<file path="config.mk">
export PLATFORM = sky130hd
export DESIGN_NAME = seg7_scan_reader_flat
export DESIGN_NICKNAME = d
export VERILOG_FILES = /design/src/rtl/seg7_scan_reader_if.sv /design/src/rtl/seg7_scan_reader.sv /design/src/flat_wrapper.sv
export SDC_FILE = /design/constraint.sdc
export NUM_CORES = 1
export LEC_CHECK = 0
export ABC_AREA = 1
export BUFFER_PORTS_ARGS = -buffer_cell sky130_fd_sc_hd__buf_4
export CAP_MARGIN = 20
export CORE_MARGIN = 8
export CORE_UTILIZATION = 35
export CTS_BUF_LIST = sky130_fd_sc_hd__clkbuf_4 sky130_fd_sc_hd__clkbuf_8
export DETAILED_ROUTE_END_ITERATION = 10
export PLACE_DENSITY = 0.48
export SLEW_MARGIN = 20
export SYNTH_ARGS = -nofsm -noshare
export SYNTH_HDL_FRONTEND = slang
export SYNTH_SLANG_ARGS = --single-unit
</file>
<file path="constraint.sdc">
create_clock -name clk -period 2.2 [get_ports clk]
set_clock_uncertainty 0.05 [all_clocks]
set_input_delay 0.44 -clock clk [delete_from_list [all_inputs] [get_ports clk]]
set_output_delay 0.44 -clock clk [all_outputs]
set_load 0.01 [all_outputs]
</file>
<file path="src/rtl/seg7_scan_reader_if.sv">
// Scanner-side bus of the 7-segment reader.
// The display driver owns SEG/AN; the reader owns the frame result signals.
interface seg7_scan_reader_if #(
    parameter int NUM_DIGITS = 4
);
    logic [6:0]              SEG;
    logic [NUM_DIGITS-1:0]   AN;
    logic [4*NUM_DIGITS-1:0] DIGITS;
    logic [NUM_DIGITS-1:0]   INVALID;
    logic                    FRAME_VALID;
    logic                    AN_ERR;
    logic                    STALE;

    modport master (
        output SEG, AN,
        input  DIGITS, INVALID, FRAME_VALID, AN_ERR, STALE
    );

    modport slave (
        input  SEG, AN,
        output DIGITS, INVALID, FRAME_VALID, AN_ERR, STALE
    );
endinterface

</file>
<file path="src/rtl/seg7_scan_reader.sv">
// Reader for a multiplexed active-low 7-segment display: waits for each
// segment/anode pair to settle, inverse-decodes it and assembles whole frames.
module seg7_scan_reader #(
    parameter int NUM_DIGITS     = 4,
    parameter int STABLE_CYCLES  = 16,
    parameter int TIMEOUT_CYCLES = 1048576
) (
    input logic               clk,
    input logic               rst_n,
    seg7_scan_reader_if.slave bus
);
    localparam int CW = $clog2(STABLE_CYCLES + 1);
    localparam int TW = $clog2(TIMEOUT_CYCLES + 1);
    localparam logic [CW-1:0] STABLE_MAX = CW'(STABLE_CYCLES);
    localparam logic [TW-1:0] TMO_MAX    = TW'(TIMEOUT_CYCLES);

    typedef enum logic {SETTLE, HOLD} state_e;

    state_e                  state_q, state_d;
    logic [6:0]              seg_s1_q, seg_s2_q, seg_p_q;
    logic [NUM_DIGITS-1:0]   an_s1_q, an_s2_q, an_p_q;
    logic [CW-1:0]           cnt_q, cnt_d;
    logic [4*NUM_DIGITS-1:0] work_q, work_d;
    logic [NUM_DIGITS-1:0]   winv_q, winv_d;
    logic [NUM_DIGITS-1:0]   seen_q, seen_d;
    logic [TW-1:0]           tmo_q, tmo_d;
    logic [4*NUM_DIGITS-1:0] digits_q, digits_d;
    logic [NUM_DIGITS-1:0]   invalid_q, invalid_d;
    logic                    fv_q, fv_d;
    logic                    anerr_q, anerr_d;
    logic                    stale_q, stale_d;

    logic                    changed;
    logic                    capture;
    logic                    onehot;
    logic                    complete;
    logic [NUM_DIGITS-1:0]   an_lo;
    logic [4:0]              dec;

    // Returns {not_a_glyph, nibble}; unknown patterns decode to nibble 0.
    function automatic logic [4:0] seg_decode(input logic [6:0] s);
        case (s)
            7'h01:   seg_decode = 5'h00;
            7'h4F:   seg_decode = 5'h01;
            7'h12:   seg_decode = 5'h02;
            7'h06:   seg_decode = 5'h03;
            7'h4C:   seg_decode = 5'h04;
            7'h24:   seg_decode = 5'h05;
            7'h20:   seg_decode = 5'h06;
            7'h0F:   seg_decode = 5'h07;
            7'h00:   seg_decode = 5'h08;
            7'h04:   seg_decode = 5'h09;
            7'h08:   seg_decode = 5'h0A;
            7'h60:   seg_decode = 5'h0B;
            7'h31:   seg_decode = 5'h0C;
            7'h42:   seg_decode = 5'h0D;
            7'h30:   seg_decode = 5'h0E;
            7'h38:   seg_decode = 5'h0F;
            default: seg_decode = 5'h10;
        endcase
    endfunction

    assign changed = (seg_s2_q != seg_p_q) || (an_s2_q != an_p_q);

    always_comb begin
        if (changed)
            cnt_d = CW'(1);
        else if (cnt_q == STABLE_MAX)
            cnt_d = cnt_q;
        else
            cnt_d = cnt_q + 1'b1;
    end

    always_ff @(posedge clk or negedge rst_n) begin
        if (!rst_n)
            state_q <= SETTLE;
        else
            state_q <= state_d;
    end

    always_comb begin
        state_d = state_q;
        unique case (state_q)
            SETTLE: if (cnt_q == STABLE_MAX && !changed) state_d = HOLD;
            HOLD:   if (changed) state_d = SETTLE;
            default: state_d = SETTLE;
        endcase
    end

    // The counted sample is the previous-sample register, so decode from it.
    always_comb begin
        capture = (state_q == SETTLE) && (cnt_q == STABLE_MAX);
    end

    always_comb begin
        an_lo  = ~an_p_q;
        onehot = (an_lo != '0) && ((an_lo & (an_lo - 1'b1)) == '0);
        dec    = seg_decode(seg_p_q);
    end

    always_comb begin
        work_d   = work_q;
        winv_d   = winv_q;
        seen_d   = seen_q;
        anerr_d  = 1'b0;
        complete = 1'b0;
        if (capture) begin
            if (!onehot) begin
                anerr_d = 1'b1;
            end else begin
                for (int i = 0; i < NUM_DIGITS; i++) begin
                    if (an_lo[i]) begin
                        work_d[4*i +: 4] = dec[3:0];
                        winv_d[i]        = dec[4];
                        seen_d[i]        = 1'b1;
                    end
                end
                if (&seen_d) begin
                    complete = 1'b1;
                    seen_d   = '0;
                end
            end
        end
        digits_d  = complete ? work_d : digits_q;
        invalid_d = complete ? winv_d : invalid_q;
        fv_d      = complete;
        if (complete)
            tmo_d = '0;
        else if (tmo_q == TMO_MAX)
            tmo_d = tmo_q;
        else
            tmo_d = tmo_q + 1'b1;
        stale_d = !complete && (stale_q || (tmo_d == TMO_MAX));
    end

    always_ff @(posedge clk or negedge rst_n) begin
        if (!rst_n) begin
            seg_s1_q  <= 7'h7F;
            seg_s2_q  <= 7'h7F;
            seg_p_q   <= 7'h7F;
            an_s1_q   <= '1;
            an_s2_q   <= '1;
            an_p_q    <= '1;
            cnt_q     <= '0;
            work_q    <= '0;
            winv_q    <= '0;
            seen_q    <= '0;
            tmo_q     <= '0;
            digits_q  <= '0;
            invalid_q <= '0;
            fv_q      <= 1'b0;
            anerr_q   <= 1'b0;
            stale_q   <= 1'b0;
        end else begin
            seg_s1_q  <= bus.SEG;
            seg_s2_q  <= seg_s1_q;
            seg_p_q   <= seg_s2_q;
            an_s1_q   <= bus.AN;
            an_s2_q   <= an_s1_q;
            an_p_q    <= an_s2_q;
            cnt_q     <= cnt_d;
            work_q    <= work_d;
            winv_q    <= winv_d;
            seen_q    <= seen_d;
            tmo_q     <= tmo_d;
            digits_q  <= digits_d;
            invalid_q <= invalid_d;
            fv_q      <= fv_d;
            anerr_q   <= anerr_d;
            stale_q   <= stale_d;
        end
    end

    assign bus.DIGITS      = digits_q;
    assign bus.INVALID     = invalid_q;
    assign bus.FRAME_VALID = fv_q;
    assign bus.AN_ERR      = anerr_q;
    assign bus.STALE       = stale_q;
endmodule

</file>
<file path="src/flat_wrapper.sv">
// flat-port wrapper written by rule: the top's interface ports become plain ports
module seg7_scan_reader_flat 
#(
    parameter int NUM_DIGITS     = 4,
    parameter int STABLE_CYCLES  = 16,
    parameter int TIMEOUT_CYCLES = 1048576
)
  (clk, rst_n, bus_SEG, bus_AN, bus_DIGITS, bus_INVALID, bus_FRAME_VALID, bus_AN_ERR, bus_STALE);
  seg7_scan_reader_if #(.NUM_DIGITS(NUM_DIGITS)) bus_i ();
  input logic clk;
  input logic rst_n;
  input wire logic [$bits(bus_i.SEG)-1:0] bus_SEG;
  input wire logic [$bits(bus_i.AN)-1:0] bus_AN;
  output wire logic [$bits(bus_i.DIGITS)-1:0] bus_DIGITS;
  output wire logic [$bits(bus_i.INVALID)-1:0] bus_INVALID;
  output wire logic [$bits(bus_i.FRAME_VALID)-1:0] bus_FRAME_VALID;
  output wire logic [$bits(bus_i.AN_ERR)-1:0] bus_AN_ERR;
  output wire logic [$bits(bus_i.STALE)-1:0] bus_STALE;
  assign bus_i.SEG = bus_SEG;
  assign bus_i.AN = bus_AN;
  assign bus_DIGITS = bus_i.DIGITS;
  assign bus_INVALID = bus_i.INVALID;
  assign bus_FRAME_VALID = bus_i.FRAME_VALID;
  assign bus_AN_ERR = bus_i.AN_ERR;
  assign bus_STALE = bus_i.STALE;
  seg7_scan_reader #(.NUM_DIGITS(NUM_DIGITS), .STABLE_CYCLES(STABLE_CYCLES), .TIMEOUT_CYCLES(TIMEOUT_CYCLES)) u_core (.clk(clk), .rst_n(rst_n), .bus(bus_i));
endmodule
</file>
# Word-level counts from Yosys, hierarchy flattened
# Index checks and enable logic that the tools add are counted.
# word_totals
latchBits,0
input_bits,13
rom_bits,0
memories,0
register_bits,107
elab_cells,95
output_inout_bits,23
ramBits,0
# op_classes
reduce_logical,13
n_eq_ne,21
div_mod_pow,0
n_mux,38
order_cmp,0
n_mul,0
n_bitwise,3
n_shift,0
addsub,3
# ops
operator,count
one-hot mux 5 bit (16 select lines),1
"== test 21 bit, second input constant",2
2-to-1 mux 21 bit,2
"== test 7 x 6 -> 1 bit, second input constant",5
2-to-1 mux 16 bit,2
"== test 7 bit, second input constant",4
2-to-1 mux 4 bit,7
2-to-1 mux 1 bit,23
"adder 21 x 1 -> 21 bit, second input constant",1
"== test 7 x 3 -> 1 bit, second input constant",2
"== test 7 x 4 -> 1 bit, second input constant",2
2-to-1 mux 5 bit,2
"== test 7 x 1 -> 1 bit, second input constant",1
"== test 7 x 5 -> 1 bit, second input constant",1
logical NOT 7 bit,1
!= test 7 bit,1
"adder 5 x 1 -> 5 bit, second input constant",1
"== test 5 bit, second input constant",1
bitwise AND 4 bit,1
logical AND 1 bit,4
logical NOT 4 bit,1
!= test 4 bit,1
inverter 4 bit,1
AND reduction 4 bit,1
8 further kinds,10

# Longest topological paths before layout
# Gate-level depths: netlist of run 1.
# depth
ltp_word,15
depth_mapped,12
depth_no_buf,12

# Least setup slack after synthesis of run 1
# OpenSTA, ideal clock, no wires.
# synth_path
path_type,register to register
startpoint,register u_core.cnt_q[0]
endpoint,"register u_core.stale_q, in the netlist u_core.bus.STALE"
setup_slack_ns,0.384
path_buffers,1
period_less_slack_ns,1.816
setup_time_ns,0.073
t_arrival_ns,1.693
required_time_ns,2.077
stages_incl_launch_ff,12
cell_sequence,dfrtp_1 inv_1 ha_1 nand4_1 nor2_2 nand3_2 buf_6 o21ai_1 nand3_1 nor2_1 nand3_1 a21oi_2
# synth_between
elab_chain_cells,7
elab_cells_between_ends,8
cone_classes,eq/ne: 2; mux: 2; reduce/logical: 4
# synth_rtl
element,line_no,rtl
"start, declared",seg7_scan_reader.sv:22,"logic [CW-1:0] cnt_q, cnt_d;"
"start signal, assigned",seg7_scan_reader.sv:161,cnt_q <= cnt_d;
== test 5 bit (*),seg7_scan_reader.sv:92,capture = (state_q == SETTLE) && (cnt_q == STABLE_MAX);
logical AND 1 bit (*),seg7_scan_reader.sv:92,
2-to-1 mux 1 bit (*),seg7_scan_reader.sv:107,if (capture) begin
2-to-1 mux 21 bit,seg7_scan_reader.sv:127,if (complete)
== test 21 bit,seg7_scan_reader.sv:133,stale_d = !complete && (stale_q || (tmo_d == TMO_MAX));
logical OR 1 bit,seg7_scan_reader.sv:133,
logical AND 1 bit (*),seg7_scan_reader.sv:133,
net u_core.stale_d,seg7_scan_reader.sv:31,"logic stale_q, stale_d;"
"end signal, assigned",seg7_scan_reader.sv:170,stale_q <= stale_d;
"end, declared",seg7_scan_reader.sv:31,
# The timed path passes the listed nets; every way through them passes the cells marked *.
# A chain may end at the register's enable or synchronous reset.

# Final worst setup path of run 1
# layout_path
startpoint,register u_core.an_p_q[0]
endpoint,"register u_core.digits_q[9], in the netlist u_core.bus.DIGITS[9]"
# layout_between
elab_chain_cells,8
elab_cells_between_ends,15
cone_classes,add/sub: 1; mux: 8; bitwise: 2; reduce/logical: 4
# layout_rtl
element,line_no,rtl
"start, declared",seg7_scan_reader.sv:21,"logic [NUM_DIGITS-1:0] an_s1_q, an_s2_q, an_p_q;"
"start signal, assigned",seg7_scan_reader.sv:160,an_p_q <= an_s2_q;
inverter 4 bit (*),seg7_scan_reader.sv:96,an_lo = ~an_p_q;
"parallel branches: the longest is 7 deep, another holds subtractor 4 x 1 -> 4 bit",--,
"end signal, assigned",seg7_scan_reader.sv:166,digits_q <= digits_d;
"end, declared",seg7_scan_reader.sv:27,"logic [4*NUM_DIGITS-1:0] digits_q, digits_d;"
# Mark *: on every way between the ends. The select of a mux whose other input is x is not followed.

==> results of run 1 <==
## worst min path at each step
stage	start	end	slack, ns	depth (start not counted)
global route	bus_SEG[3]	u_core.seg_s1_q[3]$_DFF_PN1_	0.05	1
CTS	bus_SEG[3]	u_core.seg_s1_q[3]$_DFF_PN1_	0.06	1
floorplan	rst_n	u_core.bus.AN_ERR$_DFF_PN0_	0.09	0
global placement	u_core.seg_s1_q[3]$_DFF_PN1_	u_core.seg_s2_q[3]$_DFF_PN1_	0.30	0
finish	bus_SEG[6]	u_core.seg_s1_q[6]$_DFF_PN1_	0.1	1
detailed placement	u_core.seg_s1_q[6]$_DFF_PN1_	u_core.seg_s2_q[6]$_DFF_PN1_	0.30	0
## cell families (layout without fill, tap and decap cells)
kind of cell | after synthesis | after routing | share of synthesized area
buf+inv | 95 | 161 | 0.0751
simple gates | 284 | 284 | 0.257
flops | 107 | 107 | 0.559
fa+ha+maj | 4 | 4 | 0.0103
compound gates | 57 | 57 | 0.0713
xor+xnor | 15 | 15 | 0.0270
## cell usage after synthesis, types with 2 or more instances
library cell,number,share of area
o21ai_0,14,0.014
nand2_1,148,0.11
a21oi_1,7,0.0072
xor2_1,11,0.020
ha_1,4,0.010
nor3_1,13,0.013
o21bai_1,2,0.0031
nor2_4,4,0.0093
clkbuf_1,4,0.0031
nand3_1,34,0.035
xnor2_1,4,0.0072
nand4_1,15,0.019
dfrtp_1,74,0.38
nand3_2,2,0.0041
a21boi_1,12,0.019
o21ai_1,17,0.017
nor2_1,52,0.040
nor2_2,3,0.0039
or2_2,8,0.010
dfstp_2,33,0.18
inv_1,84,0.065
inv_2,5,0.0039
and2_1,2,0.0026
## registers in the layout (all words and copies together) (netlist names)
| signal | flops |
|---|---|
| u_core.seg_p_q | 7 |
| u_core.tmo_q | 21 |
| u_core.an_p_q | 4 |
| u_core.bus.DIGITS | 16 |
| u_core.work_q | 16 |
| u_core.bus.AN_ERR | 1 |
| u_core.winv_q | 4 |
| u_core.cnt_q | 5 |
| u_core.seen_q | 4 |
| u_core.bus.FRAME_VALID | 1 |
| u_core.state_q | 1 |
| u_core.an_s1_q | 4 |
| u_core.bus.INVALID | 4 |
| u_core.an_s2_q | 4 |
| u_core.seg_s2_q | 7 |
| u_core.bus.STALE | 1 |
| u_core.seg_s1_q | 7 |
## stage by stage
stage                     worst slack, ns  total power [mW]  hold WS, ns  utilization  setup TNS [ns]
after floorplan                     0.384              2.13       0.0944            -               0
after global placement              0.153              2.22        0.295        0.396               0
after detailed placement            0.119              2.23        0.297        0.396               0
after CTS                          0.0939              3.63       0.0614        0.414               0
after global routing              -0.0207              3.70       0.0511        0.422         -0.0477
final                               0.148              3.56       0.0957        0.422               0
## power breakdown
group	switching, mW	internal [mW]	total [mW]
clock	0.787	0.581	1.37
sequential	0.0270	2.02	2.05
combinational	0.0892	0.0500	0.139
total	0.904	2.65	3.56
## metal layers
metal | track usage | vias up
met3 | 0.0374 | 8
met5 | 0 | -
met2 | 0.215 | 61
met1 | 0.159 | 1776
met4 | 0.0337 | 0
li1 | - | 1872
## what timing repair did
item                       CTS  global route
hold buffers                 1             0
setup endpoints to repair    0            25
gates resized for setup      0            15
setup buffers                0             6
hold endpoints to repair    22             0
## critical path: stages, from the launching register on
cell	delay [ns]
dfstp_2	0.61
inv_1	0.05
nand2_1	0.05
nand2_1	0.09
a21boi_4	0.26
nand2_4	0.14
nor2_4	0.21
inv_2	0.11
nand2_1	0.06
a21boi_1	0.21
o21ai_1	0.09
## layout make-up
type	count	area [um2]
fillers	1392	7930
multi-input cells	360	1840
repair buffers	56	435
inverters	89	334
clock buffers	9	124
flip-flops and latches	107	2720
well taps	180	225
clock inverters	7	110
==> flow_summary_export.csv, run 1 <==
group,metric,value,unit
layout,fin_nets,640,
floorplanning,core,13700,um2
route,wl_met2,5440,um
global_routing,grt_pass1_wl,18500,um
yosys,synth_edf_count,0,
setup_path,cp-startpoint,"u_core.an_p_q[0]$_DFF_PN1_",
floorplanning,die_h,134,um
floorplanning,boundaryPins,36,
route,drc,0,
hold_path,hold_class,"input pin to flip-flop",
yosys,yosysUniqueCellTypes,33,
place,routabilityCongestion,0.829,
timing,slew_headroom,0.671,
floorplanning,start_util,0.354,
yosys,syn-cell-area,4860,um2
clock_network,numCtsBuffers,9,
place,dp.cells,785,
clock_network,clkLatencyLatePin,0.38,ns
global_routing,overflow,0,
clock_network,clkSinkCount,107,
setup_path,worst_setup_path_start_kind,"flip-flop",
setup_path,r2r_end,"u_core.bus.DIGITS[9]$_DFFE_PN0N_",
route,drt_iter0_markers,227,
global_routing,grtUsageTotal,0.129,
outcome,outcome,"complete, no violations",
timing,slew_viol_final,0,
route,routedWlPerCell,13.6,um
yosys,ys_seq_elements,107,
route,vias,3717,
layout,instances_no_fill,808,
setup_path,cp.required,2.42,ns
timing,period_share,0.933,
floorplanning,dieWidth,134,um
layout,final_cell_mix,"nand2_1, inv_1, dfrtp_1, buf_4, nor2_1",
power_and_ir_drop,peakVddDrop,514,uV
yosys,async_reset_ff_frac,1.00,
yosys,synthCells,562,
yosys,synth_nets,579,
floorplanning,dieArea,17900,um2
setup_path,timing.rr.start,"u_core.an_p_q[0]$_DFF_PN1_",
global_routing,grt_pass1_vias,3780,
yosys,seq_area_frac_synth,0.559,
timing,worst_pin_slew,0.488,ns
setup_path,worstRegToRegCells,10,
layout,n_antenna_cell,0,
floorplanning,rows,43,
yosys,synth.avg_cell_area,8.65,um2
setup_path,reg2reg_slack,0.15,ns
yosys,ys.flop_type,"dfrtp_1",
global_routing,antenna_found_initial,0,
power_and_ir_drop,power.leakage,2.93,nW
layout,drive_gt1_frac,0.226,
route,top_layer_used,"met4",
layout,mostFrequentLayoutCell,"nand2_1",
setup_path,crit_end,"u_core.bus.DIGITS[9]$_DFFE_PN0N_",
setup_path,endpoint_kind,"flip-flop",
setup_path,crit_path_max_fanout,6,
place,io_buffers,35,
route,routed_wl,11000,um
clock_network,root_buffer,"clkbuf_8",
clock_network,cts_tree,"done",
place,place_hpwl,8090,um
clock_network,clockBufferDepth,2,
setup_path,crit_arrival,2.28,ns
global_routing,grt_start_max_net_pins,38,
setup_path,crit_type,"flip-flop to flip-flop",
layout,stdcell_area,5790,um2
timing,hold_viol,0,
clock_network,clk_pin_slew_worst_paths,0.12,ns
layout,syn2layout_area_growth,19.0,%
power_and_ir_drop,p_per_area,614,nW/um2
route,drtAntennaViolNets,0,
timing,min_period,2.05,ns
route,drtPass1Iterations,4,
place,place_area,5440,um2
timing,finalSetupViolCount,0,
timing,fmax,487,MHz
yosys,synth_warnings,0,
route,viasPerCell,4.60,
route,met1_length,4980,um
route,wl_met3,441,um
clock_network,cts_max_level,3,
timing,grt_setup_unrepaired,"true",
run,drv_cap,0,
No activity file was read; power rests on OpenSTA's default activity.
==> run 2, diff against run 1 <==
--- a/config.mk
+++ b/config.mk
@@ -7,12 +7,13 @@
 export LEC_CHECK = 0
 export ABC_AREA = 1
 export BUFFER_PORTS_ARGS = -buffer_cell sky130_fd_sc_hd__buf_4
-export CAP_MARGIN = 20
+export CAP_MARGIN = 25
+export CORE_ASPECT_RATIO = 1.5
 export CORE_MARGIN = 8
 export CORE_UTILIZATION = 35
 export CTS_BUF_LIST = sky130_fd_sc_hd__clkbuf_4 sky130_fd_sc_hd__clkbuf_8
 export DETAILED_ROUTE_END_ITERATION = 10
-export PLACE_DENSITY = 0.48
+export PLACE_DENSITY = 0.5
 export SLEW_MARGIN = 20
 export SYNTH_ARGS = -nofsm -noshare
 export SYNTH_HDL_FRONTEND = slang
==> constraint.sdc (replaced) <==
create_clock -name clk -period 1.65 [get_ports clk]
set_clock_uncertainty 0.05 [all_clocks]
set_input_delay 0.33 -clock clk [delete_from_list [all_inputs] [get_ports clk]]
set_output_delay 0.33 -clock clk [all_outputs]
set_load 0.01 [all_outputs]
==> flow_summary_export.csv, run 2 (synthesized netlist as in run 1, its figures left out) <==
group,metric,value,unit
global_routing,grt_start_max_net_pins,31,
layout,final_cell_mix,"buf_4, nand2_1, dfrtp_1, inv_1, dfstp_2",
setup_path,endpoint_kind,"flip-flop",
timing,fin_ws,-0.285,ns
layout,stdcell_area,7610,um2
setup_path,crit_type,"flip-flop to flip-flop",
global_routing,antenna_found_initial,0,
floorplanning,dieArea,18000,um2
setup_path,critPathSlowestCell,"dfstp_2",
layout,mostFrequentLayoutCell,"buf_4",
hold_path,hold_class,"flip-flop to flip-flop",
route,drtPass1Iterations,4,
route,drt_iter0_markers,129,
timing,slew_viol_final,0,
setup_path,crit_arrival,2.16,ns
timing,setup_tns,-9.57,ns
setup_path,crit_buf_inv,2,
floorplanning,rows,53,
layout,syn2layout_area_growth,56.6,%
setup_path,max_stage_delay,0.62,ns
timing,period_share,1.17,
clock_network,numCtsBuffers,9,
route,routed_wl,13100,um
global_routing,overflow,0,
outcome,outcome,"finished, violations left",
place,dp.cells,866,
layout,instances_no_fill,923,
clock_network,clockBufferDepth,2,
clock_network,clkSinkCount,107,
outcome,violations,"setup timing",
layout,register_area,2720,um2
floorplanning,start_util,0.353,
place,place_hpwl,8810,um
floorplanning,boundaryPins,36,
timing,grt_setup_unrepaired,"true",
global_routing,grt_pass1_vias,4375,
setup_path,crit_path_max_fanout,4,
floorplanning,dieWidth,112,um
floorplanning,die_h,160,um
layout,top_register,"u_core.tmo_q",
timing,slew_headroom,0.705,
place,io_buffers,35,
place,place_area,6170,um2
route,vias,4369,
layout,multi_input_area,2530,um2
layout,fin_nets,770,
route,routedWlPerCell,14.2,um
layout,n_antenna_cell,0,
timing,hold_viol,0,
power_and_ir_drop,fin_total_pwr,4.85,mW
timing,min_period,1.94,ns
power_and_ir_drop,p_per_area,637,nW/um2
layout,num-fill-cells,1245,
clock_network,root_buffer,"clkbuf_8",
place,routabilityCongestion,0.892,
clock_network,cts_tree,"done",
run,drv_cap,0,
global_routing,grt_pass1_wl,20800,um
setup_path,worst_setup_path_start_kind,"flip-flop",
floorplanning,core,13800,um2
global_routing,grtUsageTotal,0.144,
setup_path,cp.required,1.87,ns
clock_network,clk_pin_slew_worst_paths,0.11,ns
power_and_ir_drop,peakVddDrop,545,uV
route,drc,0,
setup_path,crit_family,"compound AO/OA/AOI/OAI gates",
route,drtAntennaViolNets,0,
power_and_ir_drop,power.leakage,3.79,nW
timing,finalSetupViolCount,63,
timing,fmax,517,MHz
place,dp_slack,-0.353,ns
layout,largest_register_ff_count,21,
timing,worst_pin_slew,0.442,ns
clock_network,cts_max_level,3,
setup_path,path_cells,"buf_6 -> nor2_4 -> nand4_1 -> buf_4 -> o21a_1 -> o2111ai_4 -> a21boi_4 -> o21ai_1",
route,viasPerCell,4.73,
layout,drive_gt1_frac,0.515,
clock_network,clkLatencyLatePin,0.38,ns
## run 2: cell count changes in the layout (fill, tap and decap cells not counted), sizes merged
cell and change:
inv -2, dlygate4sd3 +11, clkinvlp +1, clkbuf +1
nand3 +2, buf +117
## run 2: repair_timing
action,CTS,global route
endpoints found under the hold margin,18,0
endpoints found under the setup margin,71,72
cloned,2,1
buffers inserted,7,20
hold buffers,12,0
resized for setup,75,161
pin swaps,16,61
## run 2: report_power, final
| part | switching (mW) | internal, mW | leakage, nW |
|---|---|---|---|
| Sequential | 0.0319 | 2.70 | 1.36 |
| Combinational | 0.195 | 0.168 | 2.32 |
| Clock | 1.00 | 0.758 | 0.110 |
## run 2: final cells by class
class                      count  share of cell area
tap                          165              0.0271
sequential                   107               0.357
clock buffer                  10              0.0173
multi-input combinational    362               0.332
timing repair buffer         184               0.208
clock inverter                 6              0.0110
inverter                      89              0.0470
## run 2: per-layer routing
metal	vias up	share of wire	track usage
met1	2100	0.39	0.159
met2	91	0.54	0.262
met5	-	0	0
li1	2149	-	-
met3	29	0.038	0.0316
met4	0	0.032	0.0573
## run 2: worst paths after layout
path	from	end	slack [ns]	cells past startpoint
max	u_core.seg_p_q[4]$_DFF_PN1_	u_core.bus.DIGITS[8]$_DFFE_PN0N_	-0.29	8
min	u_core.seg_s1_q[2]$_DFF_PN1_	u_core.seg_s2_q[2]$_DFF_PN1_	0.31	0
max reg2reg	u_core.seg_p_q[4]$_DFF_PN1_	u_core.bus.DIGITS[8]$_DFFE_PN0N_	-0.29	8
min reg2reg	u_core.seg_s1_q[2]$_DFF_PN1_	u_core.seg_s2_q[2]$_DFF_PN1_	0.31	0
max in group asynchronous	rst_n	u_core.an_s2_q[2]$_DFF_PN1_	0.59	3
min in group asynchronous	rst_n	u_core.winv_q[2]$_DFF_PN0_	0.37	2
## run 2: metrics by stage
stage / hold slack (ns) / utilization
2_1_floorplan: -0.0156 / -
3_3_place_gp: 0.242 / 0.447
3_5_place_dp: 0.249 / 0.447
4_1_cts: 0.304 / 0.496
5_1_grt: 0.299 / 0.552
6_report: 0.308 / 0.552
==> run 3, diff against run 2 <==
--- a/config.mk
+++ b/config.mk
@@ -9,7 +9,6 @@
 export BUFFER_PORTS_ARGS = -buffer_cell sky130_fd_sc_hd__buf_4
 export CAP_MARGIN = 25
 export CORE_ASPECT_RATIO = 1.5
-export CORE_MARGIN = 8
 export CORE_UTILIZATION = 35
 export CTS_BUF_LIST = sky130_fd_sc_hd__clkbuf_4 sky130_fd_sc_hd__clkbuf_8
 export DETAILED_ROUTE_END_ITERATION = 10
==> flow_summary_export.csv, run 3 (synthesized netlist as in run 1, its figures left out) <==
group,metric,value,unit
outcome,outcome,"finished, violations left",
outcome,violations,"setup timing",
floorplanning,boundaryPins,36,
hold_path,hold_class,"input pin to async pin",
setup_path,crit_buf_inv,3,
global_routing,grt_start_max_net_pins,48,
place,routabilityCongestion,0.858,
timing,min_period,1.89,ns
setup_path,cp-startpoint,"u_core.an_p_q[0]$_DFF_PN1_",
layout,instances_no_fill,906,
layout,largest_register_ff_count,21,
layout,stdcell_area,7340,um2
timing,slew_viol_final,0,
clock_network,cts_tree,"done",
place,io_buffers,35,
setup_path,path_cells,"buf_4 -> nand2_1 -> nand2_2 -> nor2_4 -> buf_4 -> nand3_4 -> inv_4 -> nor2_4 -> nand3_2 -> nor2_4 -> nand3_2 -> a21oi_2",
layout,mostFrequentLayoutCell,"buf_4",
place,dp.cells,856,
setup_path,max_stage_delay,0.55,ns
setup_path,cp_common_cell,"nor2_4",
timing,worst_pin_slew,0.357,ns
timing,grt_setup_unrepaired,"true",
setup_path,critPathSlowestCell,"dfstp_2",
setup_path,timing.rr.start,"u_core.an_p_q[0]$_DFF_PN1_",
power_and_ir_drop,peakVddDrop,530,uV
place,dp_slack,-0.400,ns
global_routing,antenna_found_initial,0,
global_routing,grt_pass1_wl,19500,um
timing,period_share,1.14,
layout,syn2layout_area_growth,50.9,%
route,routed_wl,12200,um
setup_path,worst_setup_path_start_kind,"flip-flop",
clock_network,clkSinkCount,107,
route,drt_iter0_markers,165,
setup_path,reg2reg_slack,-0.24,ns
setup_path,crit_path_max_fanout,5,
route,drtPass1Iterations,6,
setup_path,cp.required,1.91,ns
place,place_hpwl,8470,um
route,vias,4276,
timing,setup_tns,-6.70,ns
clock_network,cts_max_level,3,
route,drc,0,
floorplanning,core,13500,um2
floorplanning,dieWidth,98.2,um
timing,hold_viol,0,
layout,final_cell_mix,"buf_4, nand2_1, dfrtp_1, inv_1, dfstp_2",
layout,fin_nets,756,
timing,fmax,530,MHz
power_and_ir_drop,p_per_area,631,nW/um2
global_routing,grtUsageTotal,0.173,
setup_path,crit_type,"flip-flop to flip-flop",
clock_network,numCtsBuffers,9,
global_routing,grt_pass1_vias,4219,
clock_network,clkLatencyLatePin,0.38,ns
setup_path,endpoint_kind,"flip-flop",
layout,top_register,"u_core.tmo_q",
global_routing,overflow,0,
setup_path,crit_arrival,2.15,ns
layout,drive_gt1_frac,0.491,
floorplanning,rows,52,
timing,slew_headroom,0.762,
timing,finalSetupViolCount,48,
floorplanning,die_h,146,um
floorplanning,start_util,0.359,
floorplanning,dieArea,14400,um2
clock_network,root_buffer,"clkbuf_8",
layout,post-route-util,0.542,
clock_network,clockBufferDepth,2,
clock_network,clk_pin_slew_worst_paths,0.10,ns
route,routedWlPerCell,13.5,um
run,drv_cap,0,
setup_path,crit_family,"simple AND/OR/NAND/NOR gates",
route,drtAntennaViolNets,0,
power_and_ir_drop,power.leakage,3.65,nW
timing,fin_ws,-0.238,ns
route,viasPerCell,4.72,
layout,n_antenna_cell,0,
place,place_area,6110,um2
==> run 3: cell count changes in the layout (fill, tap and decap cells not counted), sizes merged <==
| cell | before | now |
|---|---|---|
| clkbuf | 10 | 11 |
| bufinv | 1 | 0 |
| clkinv | 2 | 0 |
| buf | 172 | 158 |
| inv | 91 | 92 |
| clkinvlp | 1 | 2 |
==> run 3: cell type report <==
type,instances,area (um2)
clock buffer,11,151
multi-input combinational,362,2450
sequential,107,2720
tap,162,203
timing repair buffer,170,1430
inverter,89,347
fill,1258,6190
clock inverter,5,41.3
==> run 3: power breakdown <==
part | internal (mW) | total [mW] | switching, mW | leakage, nW
clock network | 0.648 | 1.58 | 0.930 | 0.0930
registers | 2.70 | 2.72 | 0.0278 | 1.36
logic | 0.147 | 0.329 | 0.182 | 2.19
total | 3.49 | 4.63 | 1.14 | 3.65
==> run 3: metrics by stage <==
stage / total power [mW] / hold WS, ns
2_1_floorplan: 2.84 / -0.0156
5_1_grt: 4.84 / 0.220
3_3_place_gp: 3.00 / 0.0939
6_report: 4.63 / 0.247
3_5_place_dp: 3.01 / 0.0957
4_1_cts: 4.67 / 0.235
==> run 3: final timing paths <==
| kind | end | cells after the start |
|---|---|---|
| worst min-delay path | u_core.bus.DIGITS[14]$_DFFE_PN0N_ | 2 |
| worst max register to register | u_core.bus.STALE$_DFF_PN0_ | 12 |
| worst min register to register | u_core.seg_s2_q[2]$_DFF_PN1_ | 0 |
| max in group asynchronous | u_core.bus.STALE$_DFF_PN0_ | 3 |
| min in group clk | u_core.seg_s2_q[2]$_DFF_PN1_ | 0 |
| worst max-delay path | u_core.bus.STALE$_DFF_PN0_ | 12 |
==> run 3: layer usage <==
metal / share of wire / up-vias / GRT usage
li1: - / 2121 / -
met1: 0.41 / 2069 / 0.197
met2: 0.54 / 62 / 0.314
met3: 0.020 / 24 / 0.0326
met4: 0.027 / 0 / 0.0761
met5: 0 / - / 0
==> run 3: worst reg2reg max path, cell delays in order (launching register included) <==
cell	delay, ns
dfstp_2	0.55
buf_4	0.13
nand2_1	0.07
nand2_2	0.09
nor2_4	0.06
buf_4	0.15
nand3_4	0.12
inv_4	0.07
nor2_4	0.11
nand3_2	0.10
nor2_4	0.11
nand3_2	0.09
a21oi_2	0.13
==> run 3: timing repair <==
item	4_1_cts	5_1_grt
setup buffers	9	16
endpoints found under the setup margin	66	68
hold endpoints to repair	85	0
gates cloned	1	1
pin swaps	23	44
resized for setup	96	110
hold buffers	12	0
